===== src/rtl/sap_controller.sv =====
// SAP-1 control sequencer: six-step ring counter (T1-T6) plus opcode decode
// producing the datapath control word, with a carry/zero flag register for JC/JZ.
module sap_controller (
    input  logic       CLK,
    input  logic       CLR_n,
    input  logic       run,
    input  logic [3:0] opcode,
    input  logic       C,
    input  logic       Z,
    output logic       pc_inc,
    output logic       pc_out,
    output logic       pc_load,
    output logic       mar_load,
    output logic       ram_out,
    output logic       ir_load,
    output logic       ir_out,
    output logic       a_load,
    output logic       a_out,
    output logic       b_load,
    output logic       alu_sub,
    output logic       alu_out,
    output logic       out_load,
    output logic       halt,
    output logic       cf,
    output logic       zf,
    output logic [5:0] t_state
);

    localparam logic [3:0] OP_LDA = 4'b0000;
    localparam logic [3:0] OP_ADD = 4'b0001;
    localparam logic [3:0] OP_SUB = 4'b0010;
    localparam logic [3:0] OP_JMP = 4'b0011;
    localparam logic [3:0] OP_JC  = 4'b0100;
    localparam logic [3:0] OP_JZ  = 4'b0101;
    localparam logic [3:0] OP_OUT = 4'b1110;
    localparam logic [3:0] OP_HLT = 4'b1111;

    typedef enum logic [2:0] {
        S_T1   = 3'd0,
        S_T2   = 3'd1,
        S_T3   = 3'd2,
        S_T4   = 3'd3,
        S_T5   = 3'd4,
        S_T6   = 3'd5,
        S_HALT = 3'd6
    } state_e;

    state_e state_r;
    state_e next_state_s;
    logic   cf_r;
    logic   zf_r;
    logic   en_s;
    logic   alu_op_s;

    assign en_s     = run & CLR_n;
    assign alu_op_s = (opcode == OP_ADD) || (opcode == OP_SUB);
    assign cf       = cf_r;
    assign zf       = zf_r;

    // State register: only enabled edges advance the ring
    always_ff @(posedge CLK or negedge CLR_n) begin
        if (!CLR_n) begin
            state_r <= S_T1;
        end else if (run) begin
            state_r <= next_state_s;
        end else begin
            state_r <= state_r;
        end
    end

    // Flag register: captures ALU status only at the end of ADD/SUB T6
    always_ff @(posedge CLK or negedge CLR_n) begin
        if (!CLR_n) begin
            cf_r <= 1'b0;
            zf_r <= 1'b0;
        end else if (run && (state_r == S_T6) && alu_op_s) begin
            cf_r <= C;
            zf_r <= Z;
        end else begin
            cf_r <= cf_r;
            zf_r <= zf_r;
        end
    end

    // Next-state logic: ring T1..T6, HLT diverts from T4 into absorbing HALT
    always_comb begin
        next_state_s = S_T1;
        case (state_r)
            S_T1:    next_state_s = S_T2;
            S_T2:    next_state_s = S_T3;
            S_T3:    next_state_s = S_T4;
            S_T4:    next_state_s = (opcode == OP_HLT) ? S_HALT : S_T5;
            S_T5:    next_state_s = S_T6;
            S_T6:    next_state_s = S_T1;
            S_HALT:  next_state_s = S_HALT;
            default: next_state_s = S_T1;
        endcase
    end

    // State indicators: one-hot T-state, cleared while halted
    always_comb begin
        t_state = 6'b000000;
        halt    = 1'b0;
        case (state_r)
            S_T1:    t_state = 6'b000001;
            S_T2:    t_state = 6'b000010;
            S_T3:    t_state = 6'b000100;
            S_T4:    t_state = 6'b001000;
            S_T5:    t_state = 6'b010000;
            S_T6:    t_state = 6'b100000;
            S_HALT:  halt    = 1'b1;
            default: t_state = 6'b000000;
        endcase
    end

    // Control word decode; each case arm enables at most one bus driver
    always_comb begin
        pc_inc   = 1'b0;
        pc_out   = 1'b0;
        pc_load  = 1'b0;
        mar_load = 1'b0;
        ram_out  = 1'b0;
        ir_load  = 1'b0;
        ir_out   = 1'b0;
        a_load   = 1'b0;
        a_out    = 1'b0;
        b_load   = 1'b0;
        alu_sub  = 1'b0;
        alu_out  = 1'b0;
        out_load = 1'b0;
        if (en_s) begin
            case (state_r)
                S_T1: begin
                    pc_out   = 1'b1;
                    mar_load = 1'b1;
                end
                S_T2: pc_inc = 1'b1;
                S_T3: begin
                    ram_out = 1'b1;
                    ir_load = 1'b1;
                end
                S_T4: begin
                    case (opcode)
                        OP_LDA, OP_ADD, OP_SUB: begin
                            ir_out   = 1'b1;
                            mar_load = 1'b1;
                        end
                        OP_JMP: begin
                            ir_out  = 1'b1;
                            pc_load = 1'b1;
                        end
                        OP_JC: begin
                            ir_out  = 1'b1;
                            pc_load = cf_r;
                        end
                        OP_JZ: begin
                            ir_out  = 1'b1;
                            pc_load = zf_r;
                        end
                        OP_OUT: begin
                            a_out    = 1'b1;
                            out_load = 1'b1;
                        end
                        default: pc_load = 1'b0;
                    endcase
                end
                S_T5: begin
                    case (opcode)
                        OP_LDA: begin
                            ram_out = 1'b1;
                            a_load  = 1'b1;
                        end
                        OP_ADD, OP_SUB: begin
                            ram_out = 1'b1;
                            b_load  = 1'b1;
                        end
                        default: ram_out = 1'b0;
                    endcase
                end
                S_T6: begin
                    if (alu_op_s) begin
                        alu_out = 1'b1;
                        a_load  = 1'b1;
                        alu_sub = (opcode == OP_SUB);
                    end else begin
                        alu_out = 1'b0;
                    end
                end
                default: pc_out = 1'b0;
            endcase
        end else begin
            pc_out = 1'b0;
        end
    end

endmodule


===== config.mk =====
export PLATFORM = sky130hd
export DESIGN_NAME = sap_controller
export DESIGN_NICKNAME = d
export VERILOG_FILES = /design/src/rtl/sap_controller.sv
export SDC_FILE = /design/constraint.sdc
export NUM_CORES = 1
export LEC_CHECK = 0
export ABC_CLOCK_PERIOD_IN_PS = 2300
export CAP_MARGIN = 20
export CORE_MARGIN = 2
export CORE_UTILIZATION = 34
export CTS_CLUSTER_SIZE = 40
export DETAILED_ROUTE_END_ITERATION = 8
export GPL_TIMING_DRIVEN = 0
export PLACE_DENSITY = 0.85
export SYNTH_ARGS = -nofsm -noshare
export SYNTH_HDL_FRONTEND = slang
export SYNTH_SLANG_ARGS = --single-unit

===== constraint.sdc =====
create_clock -name CLK -period 2.3 [get_ports CLK]
set_clock_uncertainty 0.2 [all_clocks]
set_input_delay 0.46 -clock CLK [delete_from_list [all_inputs] [get_ports CLK]]
set_output_delay 0.46 -clock CLK [all_outputs]
set_load 0.02 [all_outputs]

# --- After elaboration in Yosys (flattened, before gate mapping) ---
# Index checks and enable logic that the tools add are counted.
word_totals:
  reg_bits: 5
  in_bits: 9
  output_inout_bits: 22
  word_cells: 61
op_classes:
  n_eq_ne: 13
  muxes: 36
  bitwise_logic: 1
  reduce_logical: 8
op_table:
  columns: ["cell", "count"]
  rows:
  - ["6-bit case mux with 6 select lines", 1]
  - ["1-bit two-way mux", 29]
  - ["3-bit case mux with 6 select lines", 1]
  - ["3-bit equality test (second input constant)", 3]
  - ["4-bit by 2-bit equality test with 1-bit output (second input constant)", 2]
  - ["4-bit by 3-bit equality test with 1-bit output (second input constant)", 2]
  - ["4-bit equality test (second input constant)", 2]
  - ["3-bit by 2-bit equality test with 1-bit output (second input constant)", 2]
  - ["1-bit case mux with 2 select lines", 3]
  - ["6-bit OR reduction", 1]
  - ["4-bit by 1-bit equality test with 1-bit output (second input constant)", 1]
  - ["4-bit logical NOT", 1]
  - ["3-bit by 1-bit equality test with 1-bit output (second input constant)", 1]
  - ["3-bit logical NOT", 1]
  - ["1-bit case mux with 3 select lines", 1]
  - ["3-bit OR reduction", 1]
  - ["1-bit logical AND", 2]
  - ["2-bit two-way mux", 1]
  - ["2-bit OR reduction", 1]
  - ["1-bit AND", 1]
  - ["1-bit logical OR", 1]

# --- Logic depth before layout (Yosys ltp) ---
logic_depth:
  depth_word: 5
  mapped_depth: 4
  mapped_depth_nobuf: 3

# --- Least setup slack after synthesis ---
# Ideal clock, no wire load.
synth_timing:
  path_type: "reg2out"
  startpoint: "register state_r[2]"
  endpoint: "output port ir_out"
  t_arrival_ns: 1.900
  t_required_ns: 1.640
  path_slack_ns: -0.260
  path_stages_with_launch: 4
  path_buffers: 1
  path_cell_list: "dfrtp_1 > clkbuf_1 > nand3b_1 > a2111oi_0"
synth_via:
  elab_chain_cells: 3
synth_rtl:
  columns: ["item", "line_no", "source"]
  rows:
  - ["from (decl)", "48", "state_e state_r;"]
  - ["from (signal assigned)", "65", "state_r <= next_state_s;"]
  - ["from (signal assigned)", "67", "state_r <= state_r;"]
  - ["3-bit by 2-bit equality test with 1-bit output", "132", "case (state_r)"]
  - ["1-bit two-way mux", "132", null]
  - ["1-bit two-way mux", "131", "if (en_s) begin"]
  - ["to (decl)", "16", "output logic ir_out,"]
# No other way between the ends.

# --- Worst setup path in the final report ---
# Ends and elaborated chain as after synthesis.

==> impl_metrics.env <==
export IMPL_syn2layout_area_growth_pct=97.8
export IMPL_clkPwrFrac_pct=12.2
export IMPL_antenna_found_initial=0
export IMPL_yosys_warnings=0
export IMPL_fmax_ghz=0.436
export IMPL_finalInstanceArea_sq_um=906
export IMPL_combPwrFrac_pct=66.1
export IMPL_post_route_min_period_ns=2.29
export IMPL_rsz0062_at_grt="yes"
export IMPL_cts_buffers=3
export IMPL_initialDrtViolationCount=18
export IMPL_cts_sinks=5
export IMPL_dpl_instance_area_sq_um=790
export IMPL_drive_gt1_share_pct=41.9
export IMPL_critPathArrivalTime_ns=1.63
export IMPL_slowest_stage="dfrtp_1"
export IMPL_die_height_um=40.7
export IMPL_power_density_nw_per_um2=923
export IMPL_startpoint_type="register"
export IMPL_clkLatencyLatePin_ns=0.24
export IMPL_dp_hpwl_um=1090
export IMPL_power_leakage_nw=0.457
export IMPL_clk_pin_slew_ns=0.05
export IMPL_vias_per_cell=5.32
export IMPL_maxSlewHeadroom_pct=78.1
export IMPL_worstPathCellList="clkbuf_8 -> nand3b_1 -> buf_4 -> a2111oi_4 -> buf_4"
export IMPL_io_buffers=30
export IMPL_r2r_slack_ns=0.36
export IMPL_dp_cells=99
export IMPL_tightest_slew_ns=0.326
export IMPL_cp_required_ns=1.64
export IMPL_seqPwrFrac_pct=21.7
export IMPL_p_int_uw=454
export IMPL_grt_usage_pct=22.1
export IMPL_drt_total_wl_um=1520
export IMPL_critPathMaxStageDelay_ns=0.39
export IMPL_clockBufferDepth=2
export IMPL_drc=0
export IMPL_vias=575
export IMPL_hold_class="reg2reg"
export IMPL_avgSynthCellArea_sq_um=8.48
export IMPL_grt_pass1_vias=536
export IMPL_cts_tree="yes"
export IMPL_fin_cells=108
export IMPL_overflow=0
export IMPL_p_sw_uw=383
export IMPL_fin_nets=103
export IMPL_synth_nets=63
export IMPL_yosysSeqAreaShare_pct=27.3
export IMPL_top_level_ports=31
export IMPL_synth_area_sq_um=458
export IMPL_synth_cell_type_count=27
export IMPL_drtPass1Iterations=4
export IMPL_std_cell_rows=13
export IMPL_drv_cap=0
export IMPL_core_sq_um=1280
export IMPL_wire_per_inst_um=14.1
export IMPL_dieArea_sq_um=1660
export IMPL_path_common_cell="buf_4"
export IMPL_grt_pass1_wl_um=2360
export IMPL_start_util_pct=35.6
export IMPL_ant_nets=0
export IMPL_slew_violations=0
export IMPL_synth_ff_latch_count=5
export IMPL_post_synth_top_area_fraction_pct=27.3
export IMPL_ir_drop_mv=0.549
export IMPL_finalCritPeriodShare_pct=99.7
export IMPL_die_x_um=40.7
export IMPL_gp_congestion=0.755
export IMPL_crit_type="reg2out"
export IMPL_total_power_uw=836
export IMPL_grt_max_degree=11
export IMPL_syn_inst=54
export IMPL_hold_viol=0
export IMPL_antennaDiodeCount=0
export IMPL_crit_path_max_fanout=5
export IMPL_h_tree_depth=1
export IMPL_synth_top_area_cell="dfrtp_1"
export IMPL_outcome="complete, no violations"
export IMPL_setup_viol_count_final=0
export IMPL_endpoint_kind="output pin"
export IMPL_cts_root_buffer="clkbuf_4"
export IMPL_swShare_pct=45.8
export IMPL_ys_top_cells_by_area="dfrtp_1 27%, and3b_1 5.7%, mux2_1 4.9%, nor3b_1 4.9%, nand2_1 4.1%"
[metal layers]
metal	track usage (%)	wire, um
met5	0	0
met4	7.50	0
met3	3.26	63
met2	40.5	840
met1	25.9	616
[layout by cell type (no fill, tap or decap), types with 2 or more instances in the layout]
| cell type | Yosys | final |
|---|---|---|
| buf_4 | 1 | 9 |
| xnor2_1 | 2 | 2 |
| nand2_1 | 5 | 4 |
| mux2_1 | 2 | 2 |
| nor3b_1 | 3 | 2 |
| nor2_1 | 5 | 5 |
| clkdlybuf4s15_2 | 0 | 4 |
| dfrtp_1 | 5 | 4 |
| clkbuf_4 | 0 | 4 |
| nand2b_1 | 3 | 3 |
| buf_6 | 0 | 2 |
| o21ai_1 | 2 | 2 |
| buf_2 | 0 | 2 |
| nor3_4 | 1 | 2 |
| clkbuf_2 | 0 | 4 |
| dlygate4sd2_1 | 0 | 8 |
| and3b_1 | 3 | 3 |
| clkdlybuf4s50_1 | 0 | 4 |
[worst max-delay path, delay by kind of cell (launching register included)]
kind                   cells  cell delay [ns]
AO/OA/AOI/OAI              1             0.18
AND/OR/NAND/NOR            1             0.27
buffers and inverters      3             0.55
flip-flops                 1             0.39
[area by class of cell]
class,instances,area [sq um]
Multi-Input combinational cell,44,387
Sequential cell,5,126
Timing Repair Buffer,36,315
Clock buffer,4,26.3
Tap cell,15,18.8
Inverter,1,3.75
Buffer,3,28.8
Fill cell,106,379
[Yosys cell counts]
cell type / instances
dfrtp_1: 5
nand2_1: 5
nor2_1: 5
and3b_1: 3
clkbuf_1: 3
nand2b_1: 3
nor3_1: 3
nor3b_1: 3
and3_1: 2
mux2_1: 2
nor4_1: 2
o21ai_1: 2
xnor2_1: 2
a2111oi_0: 1
a22o_1: 1
a31o_1: 1
a31oi_1: 1
a32o_1: 1
and2_1: 1
and4b_1: 1
buf_4: 1
inv_2: 1
mux2i_1: 1
nand3b_1: 1
nor3_4: 1
o22a_1: 1
or4b_4: 1
[power by group through the flow]
stage	registers (mW)	clock network (mW)	logic (mW)
floorplan	0.161	0	0.302
global placement	0.146	0	0.524
detailed placement	0.147	0	0.531
CTS	0.177	0.106	0.547
global route	0.189	0.108	0.592
finish	0.182	0.102	0.553
[final timing paths]
path,start,end,depth (start not counted)
max in group asynchronous,CLR_n,state_r[0],2
min in group asynchronous,CLR_n,state_r[2],2
worst min-delay path,cf,cf,1
worst min register to register,cf,cf,1
worst max-delay path,state_r[2],ir_out,5
worst max register to register,state_r[1],zf,5
[logic make-up (layout without fill, tap and decap cells)]
group                  after synthesis  in the layout  synth area share, %
AO/OA/AOI/OAI                        8              8                 13.4
flip-flops                           5              5                 27.3
multiplexers                         3              3                 7.10
XOR/XNOR                             2              2                 3.83
buffers and inverters                5             44                 4.92
AND/OR/NAND/NOR                     31             31                 43.4
[registers in the layout, indices dropped and copies added (netlist names)]
signal and count:
cf 1, state_r 3, zf 1
[through the flow]
| step | setup WS, ns | hold WS, ns | TNS [ns] | util, % |
|---|---|---|---|---|
| 2_1_floorplan | -0.0742 | -0.0356 | -0.127 | - |
| 3_3_place_gp | -0.994 | 0.297 | -9.96 | 61.4 |
| 3_5_place_dp | -0.973 | 0.301 | -10.05 | 61.4 |
| 4_1_cts | -0.0191 | 0.310 | -0.0481 | 70.0 |
| 5_1_grt | -0.0375 | 0.339 | -0.107 | 70.5 |
| 6_report | 0.00577 | 0.307 | 0 | 70.5 |
[repair_timing]
item	CTS	global route
pin swaps	4	2
hold buffers	1	0
resized for setup	81	16
buffers inserted	4	1
endpoints found under the hold margin	5	0
endpoints found under the setup margin	20	13
No activity file was read; power rests on OpenSTA's default activity.
